<file path="src/rtl/wb_pkg.sv">
// Shared types and widths for the writeback arbiter slice.
package wb_pkg;

  localparam int REG_ADDR_W = 5;
  localparam int DATA_W     = 32;

  typedef struct packed {
    logic [REG_ADDR_W-1:0] rd;
    logic [DATA_W-1:0]     data;
  } wb_req_t;

  typedef enum logic [1:0] {
    IDLE,
    COUNT,
    DRAIN
  } wb_state_e;

endpackage

</file>
<file path="src/rtl/wb_arbiter_if.sv">
// Bus bundle between the pipeline/multdiv producers and the writeback arbiter.
interface wb_arbiter_if #(
  parameter int FIFO_DEPTH = 2
);
  import wb_pkg::*;

  localparam int CNT_W = $clog2(FIFO_DEPTH + 1);

  logic                  pipe_we;
  logic [REG_ADDR_W-1:0] pipe_rd;
  logic [DATA_W-1:0]     pipe_data;
  logic                  md_valid;
  logic                  md_ready;
  logic [REG_ADDR_W-1:0] md_rd;
  logic [DATA_W-1:0]     md_data;
  logic                  stall_pipe;
  logic                  ctrl_writeEnable;
  logic [REG_ADDR_W-1:0] ctrl_writeReg;
  logic [DATA_W-1:0]     data_writeReg;
  logic [CNT_W-1:0]      fifo_count;

  modport slave (
    input  pipe_we, pipe_rd, pipe_data, md_valid, md_rd, md_data,
    output md_ready, stall_pipe, ctrl_writeEnable, ctrl_writeReg, data_writeReg, fifo_count
  );

  modport master (
    output pipe_we, pipe_rd, pipe_data, md_valid, md_rd, md_data,
    input  md_ready, stall_pipe, ctrl_writeEnable, ctrl_writeReg, data_writeReg, fifo_count
  );

endinterface

</file>
<file path="src/rtl/wb_fifo.sv">
// In-order buffer for multdiv results awaiting a free register-file write slot.
module wb_fifo
  import wb_pkg::*;
#(
  parameter int DEPTH = 2
) (
  input  logic                         clock,
  input  logic                         ctrl_reset_n,
  input  logic                         push,
  input  logic                         pop,
  input  wb_req_t                      wrData,
  output wb_req_t                      rdData,
  output logic                         full,
  output logic                         empty,
  output logic [$clog2(DEPTH+1)-1:0]   count
);

  localparam int PTR_W = (DEPTH > 1) ? $clog2(DEPTH) : 1;
  localparam int CNT_W = $clog2(DEPTH + 1);

  wb_req_t          mem [DEPTH];
  logic [PTR_W-1:0] wrPtr;
  logic [PTR_W-1:0] rdPtr;
  logic             doPush;
  logic             doPop;

  // Pointers wrap explicitly so non-power-of-two depths stay in range.
  function automatic logic [PTR_W-1:0] nextPtr(input logic [PTR_W-1:0] ptr);
    return (ptr == PTR_W'(DEPTH - 1)) ? '0 : ptr + 1'b1;
  endfunction

  assign full   = (count == CNT_W'(DEPTH));
  assign empty  = (count == '0);
  assign doPush = push && !full;
  assign doPop  = pop && !empty;
  assign rdData = mem[rdPtr];

  always_ff @(posedge clock or negedge ctrl_reset_n) begin
    if (!ctrl_reset_n) begin
      wrPtr <= '0;
      rdPtr <= '0;
      count <= '0;
    end else begin
      if (doPush) wrPtr <= nextPtr(wrPtr);
      if (doPop)  rdPtr <= nextPtr(rdPtr);
      case ({doPush, doPop})
        2'b10:   count <= count + 1'b1;
        2'b01:   count <= count - 1'b1;
        default: count <= count;
      endcase
    end
  end

  always_ff @(posedge clock) begin
    if (doPush) mem[wrPtr] <= wrData;
  end

endmodule

</file>
<file path="src/rtl/wb_arbiter.sv">
// Register-file writeback arbiter: pipeline first, buffered multdiv results otherwise.
// Define WB_STARVE_GUARD_EN to add the IDLE/COUNT/DRAIN starvation guard.
module wb_arbiter
  import wb_pkg::*;
#(
  parameter int FIFO_DEPTH   = 2,
  parameter int STARVE_LIMIT = 4
) (
  input  logic          clock,
  input  logic          ctrl_reset_n,
  wb_arbiter_if.slave   bus
);

  localparam int CNT_W = $clog2(FIFO_DEPTH + 1);

  wb_req_t               headReq;
  wb_req_t               pushReq;
  logic                  fifoFull;
  logic                  fifoEmpty;
  logic                  fifoPush;
  logic                  fifoPop;
  logic [CNT_W-1:0]      fifoCount;
  logic                  pipeWin;
  logic                  readyEn;
  logic                  stallPipe;
  logic                  writeEnableQ;
  logic [REG_ADDR_W-1:0] writeRegQ;
  logic [DATA_W-1:0]     writeDataQ;

  // md_ready is built only from flops so producers see no combinational loop.
  assign bus.md_ready = readyEn && !fifoFull;
  assign pipeWin      = bus.pipe_we && (bus.pipe_rd != '0) && !stallPipe;
  assign fifoPop      = !pipeWin && !fifoEmpty;
  assign fifoPush     = bus.md_valid && bus.md_ready && (bus.md_rd != '0);
  assign pushReq      = '{rd: bus.md_rd, data: bus.md_data};

  wb_fifo #(
    .DEPTH (FIFO_DEPTH)
  ) fifo (
    .clock        (clock),
    .ctrl_reset_n (ctrl_reset_n),
    .push         (fifoPush),
    .pop          (fifoPop),
    .wrData       (pushReq),
    .rdData       (headReq),
    .full         (fifoFull),
    .empty        (fifoEmpty),
    .count        (fifoCount)
  );

  always_ff @(posedge clock or negedge ctrl_reset_n) begin
    if (!ctrl_reset_n) readyEn <= 1'b0;
    else               readyEn <= 1'b1;
  end

  always_ff @(posedge clock or negedge ctrl_reset_n) begin
    if (!ctrl_reset_n) begin
      writeEnableQ <= 1'b0;
      writeRegQ    <= '0;
      writeDataQ   <= '0;
    end else if (pipeWin) begin
      writeEnableQ <= 1'b1;
      writeRegQ    <= bus.pipe_rd;
      writeDataQ   <= bus.pipe_data;
    end else if (!fifoEmpty) begin
      writeEnableQ <= 1'b1;
      writeRegQ    <= headReq.rd;
      writeDataQ   <= headReq.data;
    end else begin
      writeEnableQ <= 1'b0;
    end
  end

`ifdef WB_STARVE_GUARD_EN
  localparam int SC_W = $clog2(STARVE_LIMIT + 1);

  wb_state_e        state;
  wb_state_e        nextState;
  logic [SC_W-1:0]  starveCnt;
  logic [SC_W-1:0]  nextCnt;
  logic             wonWhileBusy;

  assign wonWhileBusy = pipeWin && !fifoEmpty;

  always_ff @(posedge clock or negedge ctrl_reset_n) begin
    if (!ctrl_reset_n) begin
      state     <= IDLE;
      starveCnt <= '0;
    end else begin
      state     <= nextState;
      starveCnt <= nextCnt;
    end
  end

  // Any cycle the pipeline does not win over a waiting result resets the streak.
  always_comb begin
    nextState = IDLE;
    nextCnt   = '0;
    case (state)
      IDLE, COUNT: begin
        if (wonWhileBusy) begin
          nextCnt   = starveCnt + 1'b1;
          nextState = (nextCnt >= SC_W'(STARVE_LIMIT)) ? DRAIN : COUNT;
        end
      end
      DRAIN: begin
        nextState = IDLE;
        nextCnt   = '0;
      end
      default: begin
        nextState = IDLE;
        nextCnt   = '0;
      end
    endcase
  end

  always_comb begin
    stallPipe = (state == DRAIN);
  end
`else
  logic unusedStarveLimit;

  assign stallPipe         = 1'b0;
  assign unusedStarveLimit = ^STARVE_LIMIT;
`endif

  assign bus.stall_pipe       = stallPipe;
  assign bus.ctrl_writeEnable = writeEnableQ;
  assign bus.ctrl_writeReg    = writeRegQ;
  assign bus.data_writeReg    = writeDataQ;
  assign bus.fifo_count       = fifoCount;

endmodule

</file>
<file path="src/flat_wrapper.sv">
// flat-port wrapper written by rule: the top's interface ports become plain ports
module wb_arbiter_flat import wb_pkg::*;
#(
  parameter int FIFO_DEPTH   = 2,
  parameter int STARVE_LIMIT = 4
)
  (clock, ctrl_reset_n, bus_pipe_we, bus_pipe_rd, bus_pipe_data, bus_md_valid, bus_md_rd, bus_md_data, bus_md_ready, bus_stall_pipe, bus_ctrl_writeEnable, bus_ctrl_writeReg, bus_data_writeReg, bus_fifo_count);
  wb_arbiter_if #(.FIFO_DEPTH(FIFO_DEPTH)) bus_i ();
  input  logic clock;
  input  logic ctrl_reset_n;
  input wire logic [$bits(bus_i.pipe_we)-1:0] bus_pipe_we;
  input wire logic [$bits(bus_i.pipe_rd)-1:0] bus_pipe_rd;
  input wire logic [$bits(bus_i.pipe_data)-1:0] bus_pipe_data;
  input wire logic [$bits(bus_i.md_valid)-1:0] bus_md_valid;
  input wire logic [$bits(bus_i.md_rd)-1:0] bus_md_rd;
  input wire logic [$bits(bus_i.md_data)-1:0] bus_md_data;
  output wire logic [$bits(bus_i.md_ready)-1:0] bus_md_ready;
  output wire logic [$bits(bus_i.stall_pipe)-1:0] bus_stall_pipe;
  output wire logic [$bits(bus_i.ctrl_writeEnable)-1:0] bus_ctrl_writeEnable;
  output wire logic [$bits(bus_i.ctrl_writeReg)-1:0] bus_ctrl_writeReg;
  output wire logic [$bits(bus_i.data_writeReg)-1:0] bus_data_writeReg;
  output wire logic [$bits(bus_i.fifo_count)-1:0] bus_fifo_count;
  assign bus_i.pipe_we = bus_pipe_we;
  assign bus_i.pipe_rd = bus_pipe_rd;
  assign bus_i.pipe_data = bus_pipe_data;
  assign bus_i.md_valid = bus_md_valid;
  assign bus_i.md_rd = bus_md_rd;
  assign bus_i.md_data = bus_md_data;
  assign bus_md_ready = bus_i.md_ready;
  assign bus_stall_pipe = bus_i.stall_pipe;
  assign bus_ctrl_writeEnable = bus_i.ctrl_writeEnable;
  assign bus_ctrl_writeReg = bus_i.ctrl_writeReg;
  assign bus_data_writeReg = bus_i.data_writeReg;
  assign bus_fifo_count = bus_i.fifo_count;
  wb_arbiter #(.FIFO_DEPTH(FIFO_DEPTH), .STARVE_LIMIT(STARVE_LIMIT)) u_core (.clock(clock), .ctrl_reset_n(ctrl_reset_n), .bus(bus_i));
endmodule
</file>
<file path="config.mk">
export PLATFORM = sky130hd
export DESIGN_NAME = wb_arbiter_flat
export DESIGN_NICKNAME = d
export VERILOG_FILES = /design/src/rtl/wb_pkg.sv /design/src/rtl/wb_arbiter_if.sv /design/src/rtl/wb_fifo.sv /design/src/rtl/wb_arbiter.sv /design/src/flat_wrapper.sv
export SDC_FILE = /design/constraint.sdc
export NUM_CORES = 1
export LEC_CHECK = 0
export BUFFER_PORTS_ARGS = -buffer_cell sky130_fd_sc_hd__buf_4
export CELL_PAD_IN_SITES_DETAIL_PLACEMENT = 0
export CELL_PAD_IN_SITES_GLOBAL_PLACEMENT = 1
export CORE_ASPECT_RATIO = 1.75
export CORE_MARGIN = 4
export CORE_UTILIZATION = 45
export DETAILED_ROUTE_END_ITERATION = 12
export PLACE_DENSITY_LB_ADDON = 0.08
export SLEW_MARGIN = 40
export SYNTH_ARGS = -nofsm -noshare
export SYNTH_HDL_FRONTEND = slang
export SYNTH_SLANG_ARGS = --single-unit
</file>
<file path="constraint.sdc">
create_clock -name clock -period 5.5 [get_ports clock]
set_input_delay 1.1 -clock clock [delete_from_list [all_inputs] [get_ports clock]]
set_output_delay 1.1 -clock clock [all_outputs]
set_load 0.01 [all_outputs]
</file>
# --- After elaboration in Yosys (flattened, before gate mapping) ---
# Memories as Yosys holds them, arrays and structs flattened.
# Cells that the tools add are included.
totals:
  register_bits: 43
  mem_bits_rw: 74
  inputBits: 78
  out_inout_bits: 42
  elab_cells: 41
  mem_count: 1
op_classes:
  addsub: 4
  n_eq_ne: 4
  muxes: 11
  n_reduce_logical: 14
mem_list:
  columns: ["name", "depth", "width", "rd", "rd_ports_with_merged_regs", "wr", "line", "source"]
  rows:
  - ["u_core.fifo.mem", 2, 37, 1, 0, 1, "wb_fifo.sv:21", "wb_req_t mem [DEPTH];"]
op_table:
  columns: ["operator", "n"]
  rows:
  - ["32-bit two-way mux", 2]
  - ["5-bit two-way mux", 2]
  - ["5-bit nonzero test", 2]
  - ["1-bit logical AND", 7]
  - ["1-bit two-way mux", 6]
  - ["2-bit equality test (second input constant)", 2]
  - ["2-bit case mux with 2 select lines", 1]
  - ["1-bit logical NOT", 3]
  - ["1-bit adder (second input constant)", 2]
  - ["2-bit by 1-bit adder with 2-bit output (second input constant)", 1]
  - ["2-bit by 1-bit equality test with 1-bit output (second input constant)", 1]
  - ["2-bit logical NOT", 1]
  - ["2-bit != test (second input constant)", 1]
  - ["2-bit nonzero test", 1]
  - ["2-bit by 1-bit subtractor with 2-bit output (second input constant)", 1]

# --- Depth between registers and ports, before layout ---
# Gate-level depths: netlist of run 1.
logic_depth:
  word_depth: 8
  depth_mapped: 8
  depth_no_buf: 8

# --- Cells and area by module ---
# From an unflattened synthesis of run 1, not the netlist that was laid out.
hier_totals:
  cells_unflattened: 272
  hier_area_um2: 4877.2
by_module_without_submodules:
  columns: ["mod", "n_inst", "cells_per_inst", "area_each_um2", "seq_area_each_um2"]
  rows:
  - ["wb_fifo", 1, 133, 2949.1, 2322.2]
  - ["wb_arbiter", 1, 139, 1928.1, 975.9]

# --- Worst setup path after synthesis of run 1 ---
# Ideal clock, no wire load.
synth_path:
  path_type: "input-to-reg"
  startpoint: "input port bus_md_rd[3]"
  endpoint: "memory u_core.fifo.mem[0][0] (netlist bit) (enable)"
  arrival_time_ns: 3.060
  required_ns: 5.064
  path_slack_ns: 2.005
  path_stages: 3
  path_cell_list: "or4_1 -> o211a_1 -> nor2b_1"
synth_between:
  elab_chain_len: 5
synth_lines:
  columns: ["element", "line", "source"]
  rows:
  - ["from (decl)", "flat_wrapper.sv:15", "input wire logic [$bits(bus_i.md_rd)-1:0] bus_md_rd;"]
  - ["5-bit nonzero test", "wb_arbiter.sv:34", "assign fifoPush = bus.md_valid && bus.md_ready && (bus.md_rd != '0);"]
  - ["1-bit logical AND", "wb_arbiter.sv:34", null]
  - ["1-bit logical AND", "wb_fifo.sv:34", "assign doPush = push && !full;"]
  - ["1-bit two-way mux", "wb_fifo.sv:55", "if (doPush) mem[wrPtr] <= wrData;"]
  - ["1-bit two-way mux (implied by the code)", "wb_fifo.sv:55", null]
  - ["to (decl)", "wb_fifo.sv:21", null]
# Every way passes these cells.

# --- Final worst setup path of run 1 ---
layout_path:
  startpoint: "input port bus_pipe_rd[4]"
  endpoint: "register u_core.fifo.count[1]"
layout_between:
  elab_chain_len: 7
  word_cells_on_any_way: 9
  cone_classes: "eq/ne (2); mux (1); reduce/logical (6)"
layout_lines:
  columns: ["element", "line", "source"]
  rows:
  - ["from (decl)", "flat_wrapper.sv:12", "input wire logic [$bits(bus_i.pipe_rd)-1:0] bus_pipe_rd;"]
  - ["5-bit nonzero test *", "wb_arbiter.sv:32", "assign pipeWin = bus.pipe_we && (bus.pipe_rd != '0) && !stallPipe;"]
  - ["1-bit logical AND *", "wb_arbiter.sv:32", null]
  - ["1-bit logical NOT *", "wb_arbiter.sv:33", "assign fifoPop = !pipeWin && !fifoEmpty;"]
  - ["1-bit logical AND *", "wb_arbiter.sv:33", null]
  - ["1-bit logical AND *", "wb_fifo.sv:35", "assign doPop = pop && !empty;"]
  - ["net u_core.fifo.doPop", "wb_fifo.sv:25", "logic doPop;"]
  - ["2-bit by 1-bit equality test with 1-bit output / 2-bit equality test (equally long branches)", "wb_fifo.sv:46", "case ({doPush, doPop})"]
  - ["2-bit case mux with 2 select lines / 2-bit nonzero test (equally long branches)", null, null]
  - ["to (signal assigned)", "wb_fifo.sv:47", "2'b10: count <= count + 1'b1;"]
  - ["to (signal assigned)", "wb_fifo.sv:48", "2'b01: count <= count - 1'b1;"]
  - ["to (signal assigned)", "wb_fifo.sv:49", "default: count <= count;"]
  - ["to (decl)", "wb_fifo.sv:15", "output logic [$clog2(DEPTH+1)-1:0] count"]
# The timed path passes the listed nets; every way through them passes the cells marked *.
# A chain may end at the register's enable or synchronous reset.

==> flow_summary.html, run 1 <==
<table>
<tr><th>Metric</th><th>Value</th></tr>
<tr><th colspan="2">STA</th></tr>
<tr><td>RSZ-0062 raised after global routing</td><td>false</td></tr>
<tr><td>Post-route fraction of the period consumed by the critical path</td><td>0.5199</td></tr>
<tr><td>Setup WS post-layout</td><td>2641 ps</td></tr>
<tr><td>Clock skew after layout</td><td>just under 8 ps</td></tr>
<tr><td>Setup Viol. Count Final</td><td>0</td></tr>
<tr><td>Final number of max-transition violations</td><td>0</td></tr>
<tr><td>Final hold violations</td><td>0</td></tr>
<tr><td>Upper clock frequency limit</td><td>349.7 MHz</td></tr>
<tr><td>Transition time at the pin with the least slew margin</td><td>around 700 ps</td></tr>
<tr><td>Final period demand of the worst path</td><td>2859 ps</td></tr>
<tr><td>Setup TNS Final</td><td>0 ps</td></tr>
<tr><td>Relative max-transition margin</td><td>0.5325</td></tr>
<tr><th colspan="2">Layout</th></tr>
<tr><td>Final cell count without fillers</td><td>approximately 600</td></tr>
<tr><td>Area growth, synth to finish</td><td>33.66%</td></tr>
<tr><td>Commonest non-fill, non-tap cells in the layout</td><td>sky130_fd_sc_hd__buf_4 (120), sky130_fd_sc_hd__edfxtp_1 (74), sky130_fd_sc_hd__dfrtp_1 (42)</td></tr>
<tr><td>Number of filler instances in the final layout</td><td>861</td></tr>
<tr><td>Most common cell after layout, fill and taps aside</td><td>sky130_fd_sc_hd__buf_4</td></tr>
<tr><td>Area occupied by multi-input gates</td><td>between 0.001 and 0.0015 mm²</td></tr>
<tr><td>Fraction of final layout cells with drive strength greater than 1</td><td>0.3950</td></tr>
<tr><td>Inserted Diodes</td><td>0</td></tr>
<tr><td>Final Net Count</td><td>between 500 and 600</td></tr>
<tr><td>Post-route cell area</td><td>about 0.0063 mm²</td></tr>
<tr><td>Reg area</td><td>between 0.003 and 0.004 mm²</td></tr>
<tr><th colspan="2">Clock network</th></tr>
<tr><td>Total number of clock tree sinks</td><td>between 100 and 150</td></tr>
<tr><td>Clock transition at path regs</td><td>approximately 50 ps</td></tr>
<tr><td>Total clock buffers created by CTS</td><td>17</td></tr>
<tr><td>Post-CTS resize count</td><td>0</td></tr>
<tr><td>CTS tree</td><td>yes</td></tr>
<tr><td>Buffer depth of the longest clock path</td><td>2</td></tr>
<tr><td>Post-CTS setup buffers</td><td>0</td></tr>
<tr><td>CTS root buffer</td><td>sky130_fd_sc_hd__clkbuf_16</td></tr>
<tr><td>Insertion delay of the later-clocked pin in the worst-skew pair</td><td>about 400 ps</td></tr>
<tr><td>Hold buffer count at CTS</td><td>0</td></tr>
<tr><td>H-Tree Level Count</td><td>4</td></tr>
<tr><th colspan="2">Place</th></tr>
<tr><td>Number of cells in the design after placement</td><td>around 570</td></tr>
<tr><td>Half-perimeter wire length of the detailed placement result</td><td>roughly 6.8 mm</td></tr>
<tr><td>Buffers on Ports</td><td>118</td></tr>
<tr><td>Placed instance area</td><td>roughly 0.0057 mm²</td></tr>
<tr><td>Routability-driven placement congestion ratio</td><td>0.7286</td></tr>
<tr><td>Post-Place Setup Slack</td><td>around 2000 ps</td></tr>
<tr><th colspan="2">Logic synthesis</th></tr>
<tr><td>Post-Synth Adder-Cell Area</td><td>0.002638</td></tr>
<tr><td>Post-synthesis register bit count</td><td>around 120</td></tr>
<tr><td>Post-synthesis average cell area</td><td>13.79 µm²</td></tr>
<tr><td>Part of the Yosys area used for sequential elements</td><td>0.6953</td></tr>
<tr><td>Number of instances in the synthesized netlist</td><td>~340</td></tr>
<tr><td>Share of the synthesized netlist area taken by xor and xnor gates</td><td>0.009232</td></tr>
<tr><td>Simple logic cell fraction of the synthesized area</td><td>0.07096</td></tr>
<tr><td>Total nets after synthesis</td><td>423</td></tr>
<tr><td>Count of yosys warnings during synthesis</td><td>0</td></tr>
<tr><td>Count of distinct cell types in the synthesized netlist</td><td>27</td></tr>
<tr><td>Post-synth EDFFs</td><td>74</td></tr>
<tr><td>Most common flop cell mapped by yosys</td><td>sky130_fd_sc_hd__edfxtp_1</td></tr>
<tr><td>Complex-gate fraction of the synthesized area</td><td>0.1089</td></tr>
<tr><td>Largest family of logic cells by synthesized area</td><td>compound AO/OA/AOI/OAI gates</td></tr>
<tr><td>FFs w/ async S/R, synth</td><td>0.3675</td></tr>
<tr><td>Mapped Area</td><td>0.004743 mm²</td></tr>
<tr><td>Multiplexer area fraction after synthesis</td><td>0.07808</td></tr>
<tr><th colspan="2">Global route</th></tr>
<tr><td>Via count of the first global-routing pass</td><td>3312</td></tr>
<tr><td>Number of antenna violations at the first check in global routing</td><td>0</td></tr>
<tr><td>Largest net degree at the start of global routing</td><td>between 40 and 50</td></tr>
<tr><td>Wire length of the first global-routing pass</td><td>between 15 and 20 mm</td></tr>
<tr><td>Gr usage total</td><td>0.1752</td></tr>
<tr><td>GRT Residual Overflow</td><td>0</td></tr>
<tr><th colspan="2">Floorplan</th></tr>
<tr><td>Area of the die</td><td>~0.012 mm²</td></tr>
<tr><td>Std-Cell Core Area</td><td>0.01030 mm²</td></tr>
<tr><td>Die H</td><td>143.8 µm</td></tr>
<tr><td>Standard-cell rows</td><td>49</td></tr>
<tr><td>Die boundary width</td><td>85.61 µm</td></tr>
<tr><td>Initial Util</td><td>0.4605</td></tr>
<tr><td>I/O Pins</td><td>120</td></tr>
<tr><th colspan="2">Worst setup path</th></tr>
<tr><td>Crit path capture type</td><td>flop</td></tr>
<tr><td>Largest fanout on the critical path</td><td>38</td></tr>
<tr><td>Class of the most critical setup path</td><td>input pin to flop</td></tr>
<tr><td>Worst setup endpoint</td><td>u_core.fifo.count[1]</td></tr>
<tr><td>Reg-to-reg slack, setup</td><td>between 3000 and 4000 ps</td></tr>
<tr><td>Crit path required time</td><td>a little under 6000 ps</td></tr>
<tr><td>Data arrival time of the worst path</td><td>3180 ps</td></tr>
<tr><td>Origin of the critical flop-to-flop path</td><td>u_core.fifo.count[1]</td></tr>
<tr><td>Number of cell instances on the worst register-to-register path</td><td>6</td></tr>
<tr><td>R2r endpoint</td><td>u_core.fifo.count[1]</td></tr>
<tr><td>Kind of start point of the critical path</td><td>input pin</td></tr>
<tr><td>Start point of the critical path</td><td>bus_pipe_rd[4]</td></tr>
<tr><th colspan="2">Detailed routing</th></tr>
<tr><td>Vias per std cell</td><td>5.058</td></tr>
<tr><td>Count of antenna-violating nets left after detailed routing</td><td>0</td></tr>
<tr><td>Total wirelength of the detailed-routed design</td><td>about 10 mm</td></tr>
<tr><td>Via Count</td><td>3050</td></tr>
<tr><td>Avg WL per Cell</td><td>between 15 and 20 µm</td></tr>
<tr><td>Initial DRC Count</td><td>around 130</td></tr>
<tr><td>First-pass DRT Iterations</td><td>4</td></tr>
<tr><td>DRC</td><td>0</td></tr>
<tr><th colspan="2">Flow run</th></tr>
<tr><td>Max Cap Violations</td><td>0</td></tr>
<tr><th colspan="2">Power</th></tr>
<tr><td>Total design power</td><td>3.228 mW</td></tr>
<tr><td>VDD IR max</td><td>roughly 280 µV</td></tr>
<tr><td>Power Density</td><td>509.2 mW/mm²</td></tr>
<tr><td>Leakage Power</td><td>between 2 and 3 nW</td></tr>
<tr><th colspan="2">Worst hold path</th></tr>
<tr><td>Type of the worst min-delay path</td><td>flop to flop</td></tr>
<tr><th colspan="2">Status</th></tr>
<tr><td>Result of the run</td><td>complete, no violations</td></tr>
</table>
-- worst min-delay path by stage --
stage	start	endpoint	slack [ps]	depth (start not counted)
floorplan	u_core.fifo.wrPtr	u_core.fifo.wrPtr	460	1
global placement	u_core.bus.data_writeReg[23]	u_core.bus.data_writeReg[23]	520	2
detailed placement	u_core.bus.data_writeReg[28]	u_core.bus.data_writeReg[28]	530	2
CTS	u_core.bus.data_writeReg[28]	u_core.bus.data_writeReg[28]	540	2
global route	u_core.bus.data_writeReg[24]	u_core.bus.data_writeReg[24]	570	2
finish	u_core.bus.data_writeReg[28]	u_core.bus.data_writeReg[28]	530	2
-- routing by layer --
metal,GRT usage,up-vias,wire [µm]
met1,0.1831,1466,3710
met3,0.05278,15,532
met5,0,-,0
li1,-,1479,-
met4,0.07089,0,210
met2,0.3230,90,5658
-- logic make-up after synthesis --
logic type | after synthesis
XOR/XNOR | 5
flip-flops | 117
adder cells (fa/ha/maj) | 1
AO/OA/AOI/OAI | 77
multiplexers | 37
buffers and inverters | 23
other | 2
AND/OR/NAND/NOR | 82
-- sequential cells by signal, indices dropped and copies added, names as in the netlist --
signal / count
u_core.bus.ctrl_writeEnable: 1
u_core.fifo.rdPtr: 1
u_core.bus.ctrl_writeReg: 5
u_core.fifo.wrPtr: 1
u_core.readyEn: 1
u_core.bus.data_writeReg: 32
u_core.fifo.count: 2
u_core.fifo.mem: 74
-- report_power, final --
part           internal (mW)  switching, mW
clock network          0.756          0.355
logic                  0.403          0.435
registers               1.12          0.159
total                   2.28          0.949
-- synth_stat cells (all sizes together) (2+ instances only) --
cell type | count | area (µm²)
nor2 | 40 | 157.6
o21ai | 37 | 305.3
conb | 2 | 7.510
mux2i | 37 | 370.4
xnor2 | 2 | 17.52
xor2 | 3 | 26.28
clkbuf | 5 | 18.77
dfrtp | 43 | 1076
buf | 16 | 131.4
inv | 2 | 7.510
a21oi | 37 | 185.2
edfxtp | 74 | 2222
nand2 | 37 | 138.9
-- critical path: stages --
cell and delay [ps]:
sky130_fd_sc_hd__buf_4 120, sky130_fd_sc_hd__or3_1 380, sky130_fd_sc_hd__o31a_4 470, sky130_fd_sc_hd__buf_4 370
sky130_fd_sc_hd__nor2_4 170, sky130_fd_sc_hd__ha_1 260, sky130_fd_sc_hd__nor2_1 140, sky130_fd_sc_hd__xor2_1 150
-- per-stage QoR --
step                hold slack (ps)  utilization
finish                        533.8       0.6155
global route                  574.5       0.6155
CTS                           541.6       0.6148
detailed placement            529.8       0.5564
global placement              522.0       0.5507
floorplan                     455.5            -
-- cell type report --
class                           count  area share
Sequential cell                   117      0.5208
Multi-Input combinational cell    204      0.2072
Timing Repair Buffer              122      0.1508
Clock buffer                       18     0.06927
Clock inverter                     13     0.02566
Tap cell                          127     0.02506
Inverter                            2    0.001184
No activity file was read; power rests on OpenSTA's default activity.
==> run 2, diff against run 1 <==
--- a/config.mk
+++ b/config.mk
@@ -10,7 +10,7 @@
 export CELL_PAD_IN_SITES_GLOBAL_PLACEMENT = 1
 export CORE_ASPECT_RATIO = 1.75
 export CORE_MARGIN = 4
-export CORE_UTILIZATION = 45
+export CORE_UTILIZATION = 42
 export DETAILED_ROUTE_END_ITERATION = 12
 export PLACE_DENSITY_LB_ADDON = 0.08
 export SLEW_MARGIN = 40
==> constraint.sdc (replaced) <==
create_clock -name clock -period 2.8 [get_ports clock]
set_input_delay 0.56 -clock clock [delete_from_list [all_inputs] [get_ports clock]]
set_output_delay 0.56 -clock clock [all_outputs]
set_load 0.01 [all_outputs]
==> flow_summary.html, run 2 (synthesis results as in run 1) <==
<table>
<tr><th>Metric</th><th>Value</th></tr>
<tr><th colspan="2">Clock network</th></tr>
<tr><td>Insertion delay of the later-clocked pin in the worst-skew pair</td><td>400 ps</td></tr>
<tr><td>H-Tree Level Count</td><td>4</td></tr>
<tr><td>Post-CTS setup buffers</td><td>0</td></tr>
<tr><td>CTS tree</td><td>yes</td></tr>
<tr><td>Buffer depth of the longest clock path</td><td>2</td></tr>
<tr><td>Total clock buffers created by CTS</td><td>17</td></tr>
<tr><td>Hold buffer count at CTS</td><td>0</td></tr>
<tr><td>Total number of clock tree sinks</td><td>117</td></tr>
<tr><td>Post-CTS resize count</td><td>0</td></tr>
<tr><td>CTS root buffer</td><td>sky130_fd_sc_hd__clkbuf_16</td></tr>
<tr><td>Clock transition at path regs</td><td>roughly 50 ps</td></tr>
<tr><th colspan="2">Global route</th></tr>
<tr><td>Largest net degree at the start of global routing</td><td>46</td></tr>
<tr><td>Via count of the first global-routing pass</td><td>between 3000 and 4000</td></tr>
<tr><td>GRT Residual Overflow</td><td>0</td></tr>
<tr><td>Number of antenna violations at the first check in global routing</td><td>0</td></tr>
<tr><td>Wire length of the first global-routing pass</td><td>around 16 mm</td></tr>
<tr><td>Gr usage total</td><td>0.1615</td></tr>
<tr><th colspan="2">Worst setup path</th></tr>
<tr><td>Crit path required time</td><td>2900 ps</td></tr>
<tr><td>Reg-to-reg slack, setup</td><td>approximately 720 ps</td></tr>
<tr><td>Number of cell instances on the worst register-to-register path</td><td>6</td></tr>
<tr><td>R2r endpoint</td><td>u_core.fifo.mem[0][36]</td></tr>
<tr><td>Crit path capture type</td><td>flop</td></tr>
<tr><td>Data arrival time of the worst path</td><td>2190 ps</td></tr>
<tr><td>Start point of the critical path</td><td>u_core.fifo.count[0]</td></tr>
<tr><td>Class of the most critical setup path</td><td>flop to flop</td></tr>
<tr><td>Largest fanout on the critical path</td><td>17</td></tr>
<tr><td>Kind of start point of the critical path</td><td>flop</td></tr>
<tr><td>Origin of the critical flop-to-flop path</td><td>u_core.fifo.count[0]</td></tr>
<tr><th colspan="2">Power</th></tr>
<tr><td>Sw Pwr</td><td>around 1.9 mW</td></tr>
<tr><td>Sequential group share of total power</td><td>0.380</td></tr>
<tr><td>Relative contribution of the clock network to total power</td><td>0.348</td></tr>
<tr><td>Fraction of power spent switching nets</td><td>0.2968</td></tr>
<tr><td>Total design power</td><td>roughly 6.4 mW</td></tr>
<tr><td>VDD IR max</td><td>roughly 530 µV</td></tr>
<tr><td>Combinational cell fraction of total power</td><td>0.272</td></tr>
<tr><td>Leakage Power</td><td>2.714 nW</td></tr>
<tr><td>Cell-internal power</td><td>around 4.5 mW</td></tr>
<tr><td>Power Density</td><td>around 1000 mW/mm²</td></tr>
<tr><th colspan="2">Layout</th></tr>
<tr><td>Most common cell after layout, fill and taps aside</td><td>sky130_fd_sc_hd__buf_4</td></tr>
<tr><td>Number of flip-flops in the largest register</td><td>74</td></tr>
<tr><td>Commonest non-fill, non-tap cells in the layout</td><td>sky130_fd_sc_hd__buf_4 (124), sky130_fd_sc_hd__edfxtp_1 (74), sky130_fd_sc_hd__dfrtp_1 (42)</td></tr>
<tr><td>Final core area utilization</td><td>0.5734</td></tr>
<tr><td>Final Net Count</td><td>547</td></tr>
<tr><td>Biggest register</td><td>u_core.fifo.mem</td></tr>
<tr><td>Fraction of final layout cells with drive strength greater than 1</td><td>0.4033</td></tr>
<tr><td>Number of filler instances in the final layout</td><td>961</td></tr>
<tr><td>Area growth, synth to finish</td><td>34.21%</td></tr>
<tr><td>Inserted Diodes</td><td>0</td></tr>
<tr><th colspan="2">Floorplan</th></tr>
<tr><td>Area of the die</td><td>approximately 0.013 mm²</td></tr>
<tr><td>Die boundary width</td><td>approximately 88 µm</td></tr>
<tr><td>Standard-cell rows</td><td>51</td></tr>
<tr><td>Initial Util</td><td>0.4272</td></tr>
<tr><td>Std-Cell Core Area</td><td>between 0.01 and 0.015 mm²</td></tr>
<tr><td>I/O Pins</td><td>120</td></tr>
<tr><td>Die H</td><td>roughly 150 µm</td></tr>
<tr><th colspan="2">STA</th></tr>
<tr><td>RSZ-0062 raised after global routing</td><td>false</td></tr>
<tr><td>Relative max-transition margin</td><td>0.5966</td></tr>
<tr><td>Final hold violations</td><td>0</td></tr>
<tr><td>Final period demand of the worst path</td><td>about 2100 ps</td></tr>
<tr><td>Post-route fraction of the period consumed by the critical path</td><td>0.7441</td></tr>
<tr><td>Setup Viol. Count Final</td><td>0</td></tr>
<tr><td>Clock skew after layout</td><td>between 7 and 8 ps</td></tr>
<tr><td>Upper clock frequency limit</td><td>480.0 MHz</td></tr>
<tr><td>Final number of max-transition violations</td><td>0</td></tr>
<tr><td>Transition time at the pin with the least slew margin</td><td>605.1 ps</td></tr>
<tr><td>Setup TNS Final</td><td>0 ps</td></tr>
<tr><th colspan="2">Place</th></tr>
<tr><td>Half-perimeter wire length of the detailed placement result</td><td>~6.6 mm</td></tr>
<tr><td>Buffers on Ports</td><td>118</td></tr>
<tr><td>Routability-driven placement congestion ratio</td><td>approximately 0.73</td></tr>
<tr><th colspan="2">Detailed routing</th></tr>
<tr><td>Avg WL per Cell</td><td>15.84 µm</td></tr>
<tr><td>Total wirelength of the detailed-routed design</td><td>9.710 mm</td></tr>
<tr><td>DRC</td><td>0</td></tr>
<tr><td>Initial DRC Count</td><td>85</td></tr>
<tr><td>Vias per std cell</td><td>roughly 5</td></tr>
<tr><td>Count of antenna-violating nets left after detailed routing</td><td>0</td></tr>
<tr><td>Via Count</td><td>around 3000</td></tr>
<tr><td>First-pass DRT Iterations</td><td>4</td></tr>
<tr><th colspan="2">Status</th></tr>
<tr><td>Result of the run</td><td>complete, no violations</td></tr>
<tr><th colspan="2">Flow run</th></tr>
<tr><td>Max Cap Violations</td><td>0</td></tr>
<tr><th colspan="2">Worst hold path</th></tr>
<tr><td>Type of the worst min-delay path</td><td>input pin to async pin</td></tr>
</table>
[run 2: worst max-delay path, cell delays in order, from the launching register on]
cell	delay, ps
sky130_fd_sc_hd__dfrtp_1	480
sky130_fd_sc_hd__inv_1	60
sky130_fd_sc_hd__a21boi_0	230
sky130_fd_sc_hd__o211a_1	260
sky130_fd_sc_hd__nor2b_4	360
sky130_fd_sc_hd__buf_8	220
sky130_fd_sc_hd__buf_16	170
[run 2: how the worst max path moves through the flow]
stage,end,slack (ps),cells after the start
after floorplan,u_core.fifo.mem[0][0],240,4
after global placement,u_core.fifo.mem[1][19],410,4
after detailed placement,u_core.fifo.mem[0][2],510,6
after CTS,u_core.fifo.mem[0][36],670,6
after global routing,u_core.fifo.mem[0][36],550,6
final,u_core.fifo.mem[0][36],720,6
[run 2: routing by layer]
metal,wire length [µm],track usage,up-vias
met4,118,0.05976,0
met5,0,0,-
met1,3708,0.1848,1418
met3,633,0.05599,9
li1,-,-,1478
met2,5249,0.2744,87
[run 2: power groups by stage]
stage | Combinational [mW] | Sequential (mW) | Clock [mW]
global route | 1.95 | 2.47 | 2.37
global placement | 1.73 | 2.45 | 0
floorplan | 1.09 | 2.45 | 0
detailed placement | 1.78 | 2.46 | 0
finish | 1.74 | 2.42 | 2.22
CTS | 1.78 | 2.43 | 2.27
[run 2: final cells by class]
| class | instances | area, µm² | area share |
|---|---|---|---|
| clock buffer | 18 | 429.2 | 0.06741 |
| clock inverter | 14 | 185.2 | 0.02909 |
| inverter | 2 | 7.507 | 0.001179 |
| multi-input combinational | 204 | 1306 | 0.2052 |
| sequential | 117 | 3299 | 0.5183 |
| tap | 132 | 165.2 | 0.02594 |
| timing repair buffer | 126 | 973.4 | 0.1529 |
[run 2: stage by stage]
| stage | cell area [µm²] | worst slack (ps) | hold slack, ps | cells |
|---|---|---|---|---|
| final | 6366 | 716.5 | 175.6 | 613 |
| after global routing | 6366 | 553.0 | 214.6 | 613 |
| after detailed placement | 5752 | 508.6 | 530.3 | 581 |
| after global placement | 5708 | 406.8 | 522.7 | 579 |
| after CTS | 6366 | 669.6 | 193.6 | 613 |
| after floorplan | 4746 | 236.3 | 264.4 | 344 |
==> run 3, diff against run 2 <==
--- a/config.mk
+++ b/config.mk
@@ -5,12 +5,13 @@
 export SDC_FILE = /design/constraint.sdc
 export NUM_CORES = 1
 export LEC_CHECK = 0
+export ABC_AREA = 1
 export BUFFER_PORTS_ARGS = -buffer_cell sky130_fd_sc_hd__buf_4
 export CELL_PAD_IN_SITES_DETAIL_PLACEMENT = 0
 export CELL_PAD_IN_SITES_GLOBAL_PLACEMENT = 1
 export CORE_ASPECT_RATIO = 1.75
 export CORE_MARGIN = 4
-export CORE_UTILIZATION = 42
+export CORE_UTILIZATION = 37
 export DETAILED_ROUTE_END_ITERATION = 12
 export PLACE_DENSITY_LB_ADDON = 0.08
 export SLEW_MARGIN = 40
==> constraint.sdc (replaced) <==
create_clock -name clock -period 1.85 [get_ports clock]
set_input_delay 0.37 -clock clock [delete_from_list [all_inputs] [get_ports clock]]
set_output_delay 0.37 -clock clock [all_outputs]
set_load 0.01 [all_outputs]
==> flow_summary.html, run 3 <==
<table>
<tr><th>Metric</th><th>Value</th></tr>
<tr><th colspan="2">Status</th></tr>
<tr><td>Result of the run</td><td>finished, violations left</td></tr>
<tr><td>Violated checks</td><td>negative hold slack</td></tr>
<tr><th colspan="2">Power</th></tr>
<tr><td>Total design power</td><td>9.457 mW</td></tr>
<tr><td>Sequential group share of total power</td><td>0.387</td></tr>
<tr><td>Leakage Power</td><td>about 2.8 nW</td></tr>
<tr><td>Cell-internal power</td><td>approximately 6.4 mW</td></tr>
<tr><td>Power Density</td><td>roughly 1400 mW/mm²</td></tr>
<tr><td>Fraction of power spent switching nets</td><td>0.3216</td></tr>
<tr><td>VDD IR max</td><td>~1100 µV</td></tr>
<tr><td>Sw Pwr</td><td>3.041 mW</td></tr>
<tr><td>Relative contribution of the clock network to total power</td><td>0.317</td></tr>
<tr><td>Combinational cell fraction of total power</td><td>0.296</td></tr>
<tr><th colspan="2">Logic synthesis</th></tr>
<tr><td>Post-synth top cells</td><td>sky130_fd_sc_hd__nand2_1 (139), sky130_fd_sc_hd__nand3_1 (80), sky130_fd_sc_hd__edfxtp_1 (74)</td></tr>
<tr><td>Share of the synthesized netlist area taken by xor and xnor gates</td><td>0.003568</td></tr>
<tr><td>Most common flop cell mapped by yosys</td><td>sky130_fd_sc_hd__edfxtp_1</td></tr>
<tr><td>Multiplexer area fraction after synthesis</td><td>0</td></tr>
<tr><td>FFs w/ async S/R, synth</td><td>0.3675</td></tr>
<tr><td>Yosys top cell area share</td><td>0.4526</td></tr>
<tr><td>Total nets after synthesis</td><td>517</td></tr>
<tr><td>Largest area contributor in the netlist</td><td>sky130_fd_sc_hd__edfxtp_1</td></tr>
<tr><td>Post-synth EDFFs</td><td>between 70 and 80</td></tr>
<tr><td>Post-synthesis average cell area</td><td>11.21 µm²</td></tr>
<tr><td>Largest family of logic cells by synthesized area</td><td>simple AND/OR/NAND/NOR gates</td></tr>
<tr><td>Count of yosys warnings during synthesis</td><td>0</td></tr>
<tr><td>Cell types occupying the most area after synthesis</td><td>sky130_fd_sc_hd__edfxtp_1 (45%), sky130_fd_sc_hd__dfrtp_1 (22%), sky130_fd_sc_hd__nand2_1 (11%)</td></tr>
<tr><td>Mapped Area</td><td>approximately 0.0049 mm²</td></tr>
<tr><td>Part of the Yosys area used for sequential elements</td><td>0.6718</td></tr>
<tr><td>Number of instances in the synthesized netlist</td><td>approximately 440</td></tr>
<tr><td>Count of distinct cell types in the synthesized netlist</td><td>27</td></tr>
<tr><td>Complex-gate fraction of the synthesized area</td><td>0.03313</td></tr>
<tr><td>Post-Synth Adder-Cell Area</td><td>0.002548</td></tr>
<tr><td>Simple logic cell fraction of the synthesized area</td><td>0.2421</td></tr>
<tr><td>Most used standard cell by instance count after synthesis</td><td>sky130_fd_sc_hd__nand2_1</td></tr>
<tr><td>Post-synthesis register bit count</td><td>117</td></tr>
<tr><th colspan="2">Layout</th></tr>
<tr><td>Commonest non-fill, non-tap cells in the layout</td><td>sky130_fd_sc_hd__nand2_1 (139), sky130_fd_sc_hd__buf_4 (126), sky130_fd_sc_hd__nand3_1 (79)</td></tr>
<tr><td>Area growth, synth to finish</td><td>33.18%</td></tr>
<tr><td>Inserted Diodes</td><td>0</td></tr>
<tr><td>Final Net Count</td><td>around 640</td></tr>
<tr><td>Post-route cell area</td><td>~0.0065 mm²</td></tr>
<tr><td>Most common cell after layout, fill and taps aside</td><td>sky130_fd_sc_hd__nand2_1</td></tr>
<tr><td>Final core area utilization</td><td>0.5054</td></tr>
<tr><td>Fraction of final layout cells with drive strength greater than 1</td><td>0.3339</td></tr>
<tr><td>Biggest register</td><td>u_core.fifo.mem</td></tr>
<tr><td>Number of flip-flops in the largest register</td><td>between 70 and 80</td></tr>
<tr><td>Final cell count without fillers</td><td>743</td></tr>
<tr><th colspan="2">Clock network</th></tr>
<tr><td>Insertion delay of the later-clocked pin in the worst-skew pair</td><td>about 400 ps</td></tr>
<tr><td>CTS root buffer</td><td>sky130_fd_sc_hd__clkbuf_16</td></tr>
<tr><td>Total number of clock tree sinks</td><td>approximately 120</td></tr>
<tr><td>CTS tree</td><td>yes</td></tr>
<tr><td>H-Tree Level Count</td><td>4</td></tr>
<tr><td>Hold buffer count at CTS</td><td>0</td></tr>
<tr><td>Post-CTS setup buffers</td><td>0</td></tr>
<tr><td>Total clock buffers created by CTS</td><td>17</td></tr>
<tr><td>Buffer depth of the longest clock path</td><td>2</td></tr>
<tr><td>Clock transition at path regs</td><td>roughly 50 ps</td></tr>
<tr><td>Post-CTS resize count</td><td>0</td></tr>
<tr><th colspan="2">Place</th></tr>
<tr><td>Routability-driven placement congestion ratio</td><td>~0.75</td></tr>
<tr><td>Number of cells in the design after placement</td><td>711</td></tr>
<tr><td>Placed instance area</td><td>around 0.0060 mm²</td></tr>
<tr><td>Buffers on Ports</td><td>between 100 and 150</td></tr>
<tr><td>Half-perimeter wire length of the detailed placement result</td><td>just under 8 mm</td></tr>
<tr><th colspan="2">Floorplan</th></tr>
<tr><td>I/O Pins</td><td>120</td></tr>
<tr><td>Initial Util</td><td>0.3795</td></tr>
<tr><td>Std-Cell Core Area</td><td>roughly 0.013 mm²</td></tr>
<tr><td>Die boundary width</td><td>95.08 µm</td></tr>
<tr><td>Standard-cell rows</td><td>55</td></tr>
<tr><td>Area of the die</td><td>roughly 0.015 mm²</td></tr>
<tr><td>Die H</td><td>160.4 µm</td></tr>
<tr><th colspan="2">Global route</th></tr>
<tr><td>Wire length of the first global-routing pass</td><td>around 19 mm</td></tr>
<tr><td>Largest net degree at the start of global routing</td><td>78</td></tr>
<tr><td>Number of antenna violations at the first check in global routing</td><td>0</td></tr>
<tr><td>Gr usage total</td><td>0.1628</td></tr>
<tr><td>GRT Residual Overflow</td><td>0</td></tr>
<tr><td>Via count of the first global-routing pass</td><td>~3600</td></tr>
<tr><th colspan="2">Worst setup path</th></tr>
<tr><td>Class of the most critical setup path</td><td>flop to flop</td></tr>
<tr><td>Data arrival time of the worst path</td><td>1980 ps</td></tr>
<tr><td>Largest fanout on the critical path</td><td>4</td></tr>
<tr><td>Crit path capture type</td><td>flop</td></tr>
<tr><td>Kind of start point of the critical path</td><td>flop</td></tr>
<tr><td>Crit path required time</td><td>between 2000 and 2500 ps</td></tr>
<tr><th colspan="2">STA</th></tr>
<tr><td>Post-route fraction of the period consumed by the critical path</td><td>0.9199</td></tr>
<tr><td>Final number of max-transition violations</td><td>0</td></tr>
<tr><td>RSZ-0062 raised after global routing</td><td>false</td></tr>
<tr><td>Setup TNS Final</td><td>0 ps</td></tr>
<tr><td>Final hold violations</td><td>7</td></tr>
<tr><td>Relative max-transition margin</td><td>0.5803</td></tr>
<tr><td>Clock skew after layout</td><td>7.343 ps</td></tr>
<tr><td>Setup Viol. Count Final</td><td>0</td></tr>
<tr><td>Transition time at the pin with the least slew margin</td><td>629.6 ps</td></tr>
<tr><td>Upper clock frequency limit</td><td>about 600 MHz</td></tr>
<tr><td>Final period demand of the worst path</td><td>~1700 ps</td></tr>
<tr><td>Worst Hold Margin</td><td>-7.799 ps</td></tr>
<tr><th colspan="2">Detailed routing</th></tr>
<tr><td>Total wirelength of the detailed-routed design</td><td>roughly 12 mm</td></tr>
<tr><td>Count of antenna-violating nets left after detailed routing</td><td>0</td></tr>
<tr><td>Avg WL per Cell</td><td>roughly 16 µm</td></tr>
<tr><td>DRC</td><td>0</td></tr>
<tr><td>First-pass DRT Iterations</td><td>4</td></tr>
<tr><td>Via Count</td><td>3576</td></tr>
<tr><td>Vias per std cell</td><td>4.813</td></tr>
<tr><td>Initial DRC Count</td><td>between 150 and 200</td></tr>
<tr><th colspan="2">Worst hold path</th></tr>
<tr><td>Type of the worst min-delay path</td><td>input pin to async pin</td></tr>
<tr><th colspan="2">Flow run</th></tr>
<tr><td>Max Cap Violations</td><td>0</td></tr>
</table>
## run 3: changes by cell type after synthesis, sizes merged, moves of 8 or more
cell   before  now
nand3       0  101
mux2i      37    0
nor2       40    5
o21ai      37    1
nand2      37  140
buf        16   24
## run 3: worst paths after layout
kind / startpoint / to / slack, ps / cells past startpoint
min in group clock: bus_md_data[14] / u_core.fifo.mem[1][14] / 150 / 1
max in group asynchronous: ctrl_reset_n / u_core.fifo.count[0] / 1410 / 1
setup reg to reg: u_core.fifo.count[1] / u_core.fifo.count[1] / 150 / 8
hold reg to reg: u_core.fifo.wrPtr / u_core.fifo.wrPtr / 470 / 2
hold / removal: ctrl_reset_n / u_core.bus.ctrl_writeReg[4] / -8 / 1
setup / recovery: u_core.fifo.count[1] / u_core.fifo.count[1] / 150 / 8
## run 3: layout make-up
cell class,count,area (µm²)
clock inverter,10,83.83
inverter,8,33.78
sequential,117,3299
tap,171,214.0
timing repair buffer,130,1026
clock buffer,22,464.2
multi-input combinational,285,1418
fill,1237,6399
## run 3: logic make-up (layout without fill, tap and decap cells)
group,after synthesis,after routing
fa+ha+maj,1,1
compound gates,32,32
flops,117,117
other cells,2,2
simple gates,248,248
buf+inv,36,170
xor+xnor,2,2
## run 3: power groups by stage
stage                     Combinational, mW  Sequential (mW)  Clock (mW)
after floorplan                        1.53             3.82           0
after global placement                 2.84             3.70           0
after detailed placement               2.87             3.71           0
after CTS                              2.88             3.66        3.08
after global routing                   3.12             3.72        3.21
final                                  2.80             3.66        3.00
## run 3: per-stage QoR
| step | setup WS (ps) | hold slack [ps] |
|---|---|---|
| global route | 10.23 | 35.54 |
| finish | 148.3 | -7.799 |
| CTS | 101.6 | 9.666 |
| floorplan | 31.13 | 74.41 |
| detailed placement | 105.7 | 438.1 |
| global placement | 101.9 | 429.5 |
## run 3: worst max-delay path: stages (launching register included)
cell	delay (ps)
sky130_fd_sc_hd__dfrtp_1	460
sky130_fd_sc_hd__nor2_4	180
sky130_fd_sc_hd__clkinv_1	90
sky130_fd_sc_hd__nand2_1	110
sky130_fd_sc_hd__inv_1	60
sky130_fd_sc_hd__ha_1	320
sky130_fd_sc_hd__a21oi_1	110
sky130_fd_sc_hd__o21ai_0	110
sky130_fd_sc_hd__xnor2_1	140
## run 3: metal layers
metal	GRT usage	wire, µm	vias to the layer above
li1	-	-	1749
met1	0.1884	4695	1708
met2	0.2797	6366	104
met3	0.05061	741	15
met4	0.05519	164	0
met5	0	0	-
